[src/rtl/exc_ctrl.sv]
// Exception entry/exit sequencer: picks one except_type per cycle for CP0,
// drives a multi-cycle pipeline flush with redirect PC, and arbitrates stalls.
module exc_ctrl #(
  parameter logic [31:0] EXC_VECTOR   = 32'hBFC00380,
  parameter int          FLUSH_CYCLES = 2
) (
  input  logic        clk,
  input  logic        rst,
  input  logic        stall_req_id,
  input  logic        stall_req_ex,
  input  logic        stall_req_mem,
  input  logic        exc_valid_i,
  input  logic [4:0]  exc_flags_i,
  input  logic [31:0] pc_i,
  input  logic        is_in_delayslot_i,
  input  logic [31:0] cp0_status_i,
  input  logic [31:0] cp0_cause_i,
  input  logic [31:0] cp0_epc_i,
  output logic [31:0] except_type_o,
  output logic [31:0] cp0_pc_o,
  output logic        cp0_delayslot_o,
  output logic        flush_o,
  output logic [31:0] new_pc_o,
  output logic [5:0]  stall_o,
  output logic        busy_o
);

  typedef enum logic {IDLE, FLUSH} state_t;

  localparam logic [3:0] CNT_INIT = (FLUSH_CYCLES > 1) ? 4'(FLUSH_CYCLES - 2) : 4'd0;

  state_t      state_q, state_d;
  logic [3:0]  cnt_q, cnt_d;
  logic        int_pending_q, int_pending_d;
  logic [31:0] new_pc_q, new_pc_d;
  logic [31:0] sel_code;
  logic        int_req;

  logic unused_cp0_bits;
  assign unused_cp0_bits = ^{cp0_status_i[31:16], cp0_status_i[7:2],
                             cp0_cause_i[31:16], cp0_cause_i[7:0]};

  assign int_req = cp0_status_i[0] & ~cp0_status_i[1] &
                   (|(cp0_cause_i[15:8] & cp0_status_i[15:8]));

  // Fixed priority: interrupt, inst_invalid, syscall, trap, overflow, eret
  always_comb begin
    sel_code = 32'h0;
    if (exc_valid_i) begin
      if (int_pending_q)       sel_code = 32'h1;
      else if (exc_flags_i[0]) sel_code = 32'hA;
      else if (exc_flags_i[1]) sel_code = 32'h8;
      else if (exc_flags_i[2]) sel_code = 32'hD;
      else if (exc_flags_i[3]) sel_code = 32'hC;
      else if (exc_flags_i[4]) sel_code = 32'hE;
    end
  end

  always_comb begin
    state_d         = state_q;
    cnt_d           = cnt_q;
    new_pc_d        = new_pc_q;
    int_pending_d   = int_req;
    except_type_o   = 32'h0;
    cp0_pc_o        = 32'h0;
    cp0_delayslot_o = 1'b0;
    flush_o         = 1'b0;
    new_pc_o        = 32'h0;
    stall_o         = 6'b000000;
    busy_o          = 1'b0;
    case (state_q)
      IDLE: begin
        if (sel_code != 32'h0) begin
          except_type_o   = sel_code;
          cp0_pc_o        = pc_i;
          cp0_delayslot_o = is_in_delayslot_i;
          flush_o         = 1'b1;
          new_pc_o        = (sel_code == 32'hE) ? cp0_epc_i : EXC_VECTOR;
          new_pc_d        = new_pc_o;
          // A taken interrupt must not be seen again from its stale pending bit
          int_pending_d   = 1'b0;
          if (FLUSH_CYCLES > 1) begin
            state_d = FLUSH;
            cnt_d   = CNT_INIT;
          end
        end else if (stall_req_mem) begin
          stall_o = 6'b011111;
        end else if (stall_req_ex) begin
          stall_o = 6'b001111;
        end else if (stall_req_id) begin
          stall_o = 6'b000111;
        end
      end
      FLUSH: begin
        flush_o       = 1'b1;
        new_pc_o      = new_pc_q;
        busy_o        = 1'b1;
        int_pending_d = 1'b0;
        if (cnt_q == 4'd0) state_d = IDLE;
        else               cnt_d   = cnt_q - 4'd1;
      end
      default: state_d = IDLE;
    endcase
    if (rst) begin
      except_type_o   = 32'h0;
      cp0_pc_o        = 32'h0;
      cp0_delayslot_o = 1'b0;
      flush_o         = 1'b0;
      new_pc_o        = 32'h0;
      stall_o         = 6'b000000;
      busy_o          = 1'b0;
    end
  end

  always_ff @(posedge clk) begin
    if (rst) begin
      state_q       <= IDLE;
      cnt_q         <= 4'd0;
      int_pending_q <= 1'b0;
      new_pc_q      <= 32'h0;
    end else begin
      state_q       <= state_d;
      cnt_q         <= cnt_d;
      int_pending_q <= int_pending_d;
      new_pc_q      <= new_pc_d;
    end
  end

endmodule

[config.mk]
export PLATFORM = sky130hd
export DESIGN_NAME = exc_ctrl
export DESIGN_NICKNAME = d
export VERILOG_FILES = /design/src/rtl/exc_ctrl.sv
export SDC_FILE = /design/constraint.sdc
export NUM_CORES = 1
export LEC_CHECK = 0
export CAP_MARGIN = 30
export CELL_PAD_IN_SITES_DETAIL_PLACEMENT = 0
export CELL_PAD_IN_SITES_GLOBAL_PLACEMENT = 1
export CORE_MARGIN = 5
export CORE_UTILIZATION = 19
export CTS_CLUSTER_DIAMETER = 50
export DETAILED_ROUTE_END_ITERATION = 10
export PLACE_DENSITY_LB_ADDON = 0.25
export SLEW_MARGIN = 30
export SYNTH_ARGS = -nofsm -noshare
export SYNTH_HDL_FRONTEND = slang
export SYNTH_SLANG_ARGS = --single-unit
export TNS_END_PERCENT = 1
[constraint.sdc]
create_clock -name clk -period 2.3 [get_ports clk]
set_input_delay 0.46 -clock clk [delete_from_list [all_inputs] [get_ports clk]]
set_output_delay 0.46 -clock clk [all_outputs]
set_load 0.1 [all_outputs]
==> results of run 1 <==
kinds of logic (layout without fill, tap and decap cells):
kind of cell               Yosys count  count (layout)  synth area share
other                                1              29           0.00155
muxes                                3               3            0.0124
adders and majority gates            1               1           0.00519
DFF                                 38              38             0.315
and+or+nand+nor                     94              95             0.229
buffers and inverters               57             222             0.152
AOI/OAI and AO/OA                   83              83             0.284
final timing paths:
| kind | end | slack, ns | startpoint |
|---|---|---|---|
| min reg2reg | new_pc_q[29] | 0.46 | new_pc_q[29] |
| max | new_pc_o[3] | -0.18 | int_pending_q |
| max reg2reg | new_pc_q[1] | 0.28 | int_pending_q |
| min | new_pc_q[29] | 0.46 | new_pc_q[29] |
area by class of cell:
| cell class | count | area (um2) |
|---|---|---|
| inverters | 6 | 22.5 |
| clock inverters | 2 | 12.5 |
| repair buffers | 208 | 2850 |
| fillers | 1194 | 6600 |
| flip-flops and latches | 38 | 764 |
| multi-input cells | 211 | 1910 |
| clock buffers | 6 | 139 |
| well taps | 172 | 215 |
metrics by stage:
step                      TNS, ns  std cells  instance area (um2)  hold slack (ns)  worst slack, ns
after CTS                   -3.60        643                 5810            0.469           -0.206
after floorplan            -16.73        305                 2720            0.432           -0.341
after global placement     -32.45        631                 5370            0.444           -0.569
after global routing        -5.63        643                 5920            0.483           -0.224
final                       -2.63        643                 5920            0.465           -0.177
after detailed placement   -35.47        631                 5370            0.448           -0.596
flip-flops by register name, summed over array words and instances, names as in the netlist:
signal	cells
cnt_q	4
new_pc_q	32
state_q	1
int_pending_q	1
power by group:
group	internal, mW	total [mW]	switching [mW]	leakage (nW)
logic	0.465	1.27	0.809	2.07
registers	0.682	0.694	0.0125	0.311
clock network	0.429	0.698	0.269	0.0729
total	1.58	2.67	1.09	2.45
synth_stat cells (all sizes together), types with 2 or more instances:
master	number	area, um2
nor3	15	75.1
or4b	3	33.8
o2bb2ai	9	78.8
a22o	40	373
mux2i	3	30.0
o21ai	11	55.1
nor2b	2	12.5
a41o	4	40.0
a22oi	4	30.0
o22ai	3	18.8
or3b	3	26.3
dfxtp	38	761
a21oi	3	15.0
inv	6	22.5
nor4	4	40.0
a32o	2	20.0
and2	34	213
clkbuf	12	45.0
a211oi	2	15.0
buf	39	300
nor2	8	30.0
nand2	18	67.6
what timing repair did:
| action | CTS | global route |
|---|---|---|
| hold buffers | 0 | 0 |
| endpoints found under the setup margin | 76 | 67 |
| setup buffers | 2 | 0 |
| gates resized for setup | 62 | 35 |
| pin swaps | 6 | 22 |
| cloned | 2 | 0 |
per-layer routing:
layer	global-route usage	vias to the layer above	share of wire
met3	0.0581	9	0.13
met1	0.146	1264	0.39
met5	0	-	0
li1	-	1347	-
met4	0.0224	0	0.0089
met2	0.202	142	0.47
==> reports/qor.txt, run 1 <==
Status - finished with violations
Failing checks - setup timing
Vias in the first global route - 2833
Die W - 123 um
Clk Latency, worst-skew pair - 0.28 ns
Share of cells above drive strength 1 - 0.499
Antenna violations before repair - 0
CP startpoint kind - flop
Ys Warns - 0
Post-layout min period - 2.48 ns
Setup-failing EPs final - 25
Tot GR Track Use - 0.122
FF+latch count, synth - 38
Hpwl dp - 7490 um
Final Wtd Congestion - 0.747
First-pass GRT wire length - 14500 um
Sequential fraction of the synthesis area - 0.315
CTS tree - done
CP endpoint kind - primary output
PD cells - 450 nW/um2
Power Total - 2.67 mW
WP data arrival - 2.02 ns
Area growth from synthesis to layout - 145%
Fin. Hold Viols - 0
FFs w/ async S/R, synth - 0
Synth Cell Area - 2410 um2
Io pins - 245
Grt ovf - 0
Clk_skew - 0.00718 ns
Root Buffer - clkbuf_16
Largest net degree at the start of global routing - 34
Worst-path cell chain - or4b_4 -> nor4_4 -> bufbuf_16 -> a22o_4 -> buf_12
Die Footprint - 15100 um2
Most common cell after layout, fill and taps aside - clkdlybuf4s50_1
Crit Path Category - flop to primary output
Slew Limit Fails - 0
Routed wire length per instance - 15.0 um
Die Y - 123 um
Leakage - 2.45 nW
Fin crit share - 1.08
Critical path depth - 5
Worst-path maximum fanout - 2
EDFF count, synth - 0
CTS Sinks - 38
H-tree levels - 2
Via count - 2762
Critical Path RT - 1.84 ns
Cts bufs inserted - 5
Worst Hold Path Cells - 1
Peak supply drop - 0.247 mV
Final Worst Setup Slack - -0.177 ns
Critical-path top delay cell - or4b_4
Worst reg2reg path depth - 6
Syn Area/Cell - 8.71 um2
# rows - 41
Worst-path clk slew - 0.06 ns
Antenna-violating nets left - 0
CP delay by family, top - simple AND/OR/NAND/NOR gates
Clock tree buffer depth - 2
WP buf/inv - 2
Library cells used by synthesis - 42
Final WL - 9680 um
Initial core utilization - 0.193
Maximum clock frequency - 0.404 GHz
Ant. Diodes - 0
Initial DRC Count - 124
Predominant post-synthesis flop cell - dfxtp_1
Post-Syn Instances - 277
Remaining DRCs - 0
Core Region - 12500 um2
Hold WC Path Type - flop to flop
Max stage delay on crit path - 0.55 ns
IO buf count - 169
Most frequent cells in the layout - clkdlybuf4s50_1 (86), buf_12 (82), dfxtp_1 (37), conb_1 (29), buf_4 (27)
Router iterations before antenna repair - 4
Max capacitance violation total - 0
# nets final - 611
DR vias/cell - 4.30
RSZ-0062 raised after global routing - true
End-of-flow core utilization - 0.473
No activity file was read; power rests on OpenSTA's default activity.
==> run 2, diff against run 1 <==
--- a/config.mk
+++ b/config.mk
@@ -9,7 +9,7 @@
 export CELL_PAD_IN_SITES_DETAIL_PLACEMENT = 0
 export CELL_PAD_IN_SITES_GLOBAL_PLACEMENT = 1
 export CORE_MARGIN = 5
-export CORE_UTILIZATION = 19
+export CORE_UTILIZATION = 21
 export CTS_CLUSTER_DIAMETER = 50
 export DETAILED_ROUTE_END_ITERATION = 10
 export PLACE_DENSITY_LB_ADDON = 0.25
==> constraint.sdc (replaced) <==
create_clock -name clk -period 2.95 [get_ports clk]
set_input_delay 0.59 -clock clk [delete_from_list [all_inputs] [get_ports clk]]
set_output_delay 0.59 -clock clk [all_outputs]
set_load 0.1 [all_outputs]
==> run 2 against run 1 <==
The run now ends clean. Clock power down 11%. Critical path type is now primary input to primary output. Final area fell by 7.7%. Critical path depth rose by 2. Non-clock buffer count is 1 higher.
==> reports/qor.txt, run 2 (synthesized netlist as in run 1, its figures left out) <==
Vias in the first global route - 2590 (-8.6%)
Cts bufs inserted - 5 (unchanged)
Final Wtd Congestion - 0.760 (+1.8%)
Grt ovf - 0 (unchanged)
Post-layout min period - 2.92 ns
Ant. Diodes - 0 (unchanged)
Top Registers - new_pc_q: 32 flops, cnt_q: 4 flops
Initial core utilization - 0.213 (+0.0204)
Router iterations before antenna repair - 3 (-1)
Leakage - 2.25 nW (-8.1%)
Maximum clock frequency - 0.342 GHz
Most used cell, CP - buf_12
Worst-path cell chain - clkdlybuf4s50_1 -> or3b_4 -> nor4_4 -> buf_6 -> buf_12 -> a22o_1 -> buf_12
End-of-flow core utilization - 0.483 (+0.00996)
Final WL - 9050 um (-6.4%)
Remaining DRCs - 0 (unchanged)
Status - completed
Sw Ratio - 0.397 (-0.0117)
# nets final - 611 (unchanged)
WP data arrival - 2.33 ns (+0.31 ns)
Die W - 117 um (-4.5%)
Core Region - 11300 um2 (-9.6%)
Antenna violations before repair - 0 (unchanged)
Die Footprint - 13700 um2 (-8.8%)
Number of flip-flops in the largest register - 32 (unchanged)
Critical-path top delay cell - clkdlybuf4s50_1
Hold WC Path Type - flop to flop
CTS Sinks - 38 (unchanged)
# rows - 39 (-4.9%)
Max capacitance violation total - 0 (unchanged)
Largest net degree at the start of global routing - 34 (unchanged)
Power Internal - 1.26 mW (-20%)
IO buf count - 169 (unchanged)
Routed wire length per instance - 14.7 um (-2.0%)
Sw power - 0.829 mW (-24%)
PD cells - 382 nW/um2 (-15%)
Max stage delay on crit path - 0.42 ns (-0.13 ns)
Setup-failing EPs final - 0 (-100%)
CTS tree - done
Root Buffer - clkbuf_16
CP startpoint kind - primary input
Initial DRC Count - 130 (+4.8%)
Clk Latency, worst-skew pair - 0.28 ns (about the same)
Place WS - -0.260 ns (+0.337 ns)
Worst-path clk slew - 0.06 ns (about the same)
Clock tree buffer depth - 2 (unchanged)
Io pins - 245 (unchanged)
Combinational share of power - 0.444 (-0.034)
First-pass GRT wire length - 12800 um (-12%)
WP buf/inv - 4 (+2)
Hpwl dp - 7110 um (-5.1%)
Slew Limit Fails - 0 (unchanged)
Area growth from synthesis to layout - 127%
Critical Path RT - 2.36 ns (+0.52 ns)
Worst-path maximum fanout - 10 (+8)
Final Worst Setup Slack - 0.0252 ns (+0.203 ns)
Die Y - 117 um (-4.5%)
H-tree levels - 2 (unchanged)
Clk_skew - 0.00466 ns (-0.00251 ns)
Hold_ws - 0.461 ns (-0.00438 ns)
Peak supply drop - 0.199 mV (-19%)
Via count - 2688 (-2.7%)
Fin crit share - 0.991
Fin. Hold Viols - 0 (unchanged)
Biggest register - new_pc_q
Seq pwr share - 0.260 (about the same)
Clock share of power - 0.297 (+0.035)
CP endpoint kind - primary output
Crit Path Category - primary input to primary output
Most frequent cells in the layout - clkdlybuf4s50_1 (89), buf_12 (79), dfxtp_1 (38), and2_1 (34), buf_4 (34)
Antenna-violating nets left - 0 (unchanged)
RSZ-0062 raised after global routing - true
Fillers - 1047 (-12%)
DR vias/cell - 4.38 (+1.9%)
CP delay by family, top - buffers and inverters
Tot GR Track Use - 0.119 (-0.00341)
Share of cells above drive strength 1 - 0.355 (-0.144)
Most common cell after layout, fill and taps aside - clkdlybuf4s50_1
## run 2: cell count changes in the layout (fill, tap and decap cells not counted), moves of 8 or more
cell	change
and2_1	+25
and2_4	-25
a22o_1	+15
nor3_1	+10
nor3_4	-10
a22o_4	-8
o21ai_4	-8
## run 2: repair_timing
item,4_1_cts,5_1_grt
setup buffers,2,0
cloned,2,0
gates resized for setup,11,9
pin swaps,5,2
setup endpoints to repair,69,30
hold buffers,0,0
## run 2: power groups by stage
stage	sequential (mW)	clock (mW)	combinational, mW
2_1_floorplan	0.551	0	0.584
3_3_place_gp	0.552	0	0.922
3_5_place_dp	0.553	0	0.925
4_1_cts	0.541	0.649	0.928
5_1_grt	0.544	0.674	0.959
6_report	0.542	0.619	0.927
## run 2: layout make-up
type                            instances  area (um2)  area share
Multi-Input combinational cell        210        1510       0.275
Clock buffer                            5         125      0.0229
Tap cell                              143         179      0.0327
Clock inverter                          3        45.0     0.00824
Sequential cell                        38         761       0.139
Inverter                                6        22.5     0.00412
Timing Repair Buffer                  209        2830       0.518
## run 2: worst reg2reg max path, stage by stage, from the launching register on
cell and delay (ns):
dfxtp_1 0.38, or4b_4 0.59, nor4_4 0.16, buf_6 0.18, buf_16 0.11, buf_4 0.23, buf_4 0.16, a22o_2 0.13
## run 2: path summary, 6_finish.rpt
check | start | end | slack (ns) | cells after the start
setup / recovery | exc_flags_i[2] | new_pc_o[20] | 0.03 | 7
hold / removal | new_pc_q[8] | new_pc_q[8] | 0.46 | 2
setup reg to reg | int_pending_q | new_pc_q[20] | 0.96 | 7
hold reg to reg | new_pc_q[8] | new_pc_q[8] | 0.46 | 2
## run 2: layer usage
layer,share of wire,up-vias,track usage
li1,-,1344,-
met1,0.39,1251,0.142
met3,0.079,4,0.0458
met5,0,-,0
met2,0.52,89,0.202
met4,0.0055,0,0.0252
## run 2: stage by stage
step,TNS (ns),std cells,cell area [um2],power (mW)
finish,0,614,5470,2.09
global route,-0.429,614,5470,2.18
CTS,0,614,5410,2.12
detailed placement,-10.03,602,5150,1.48
global placement,-10.17,602,5150,1.47
floorplan,-10.51,305,2550,1.13
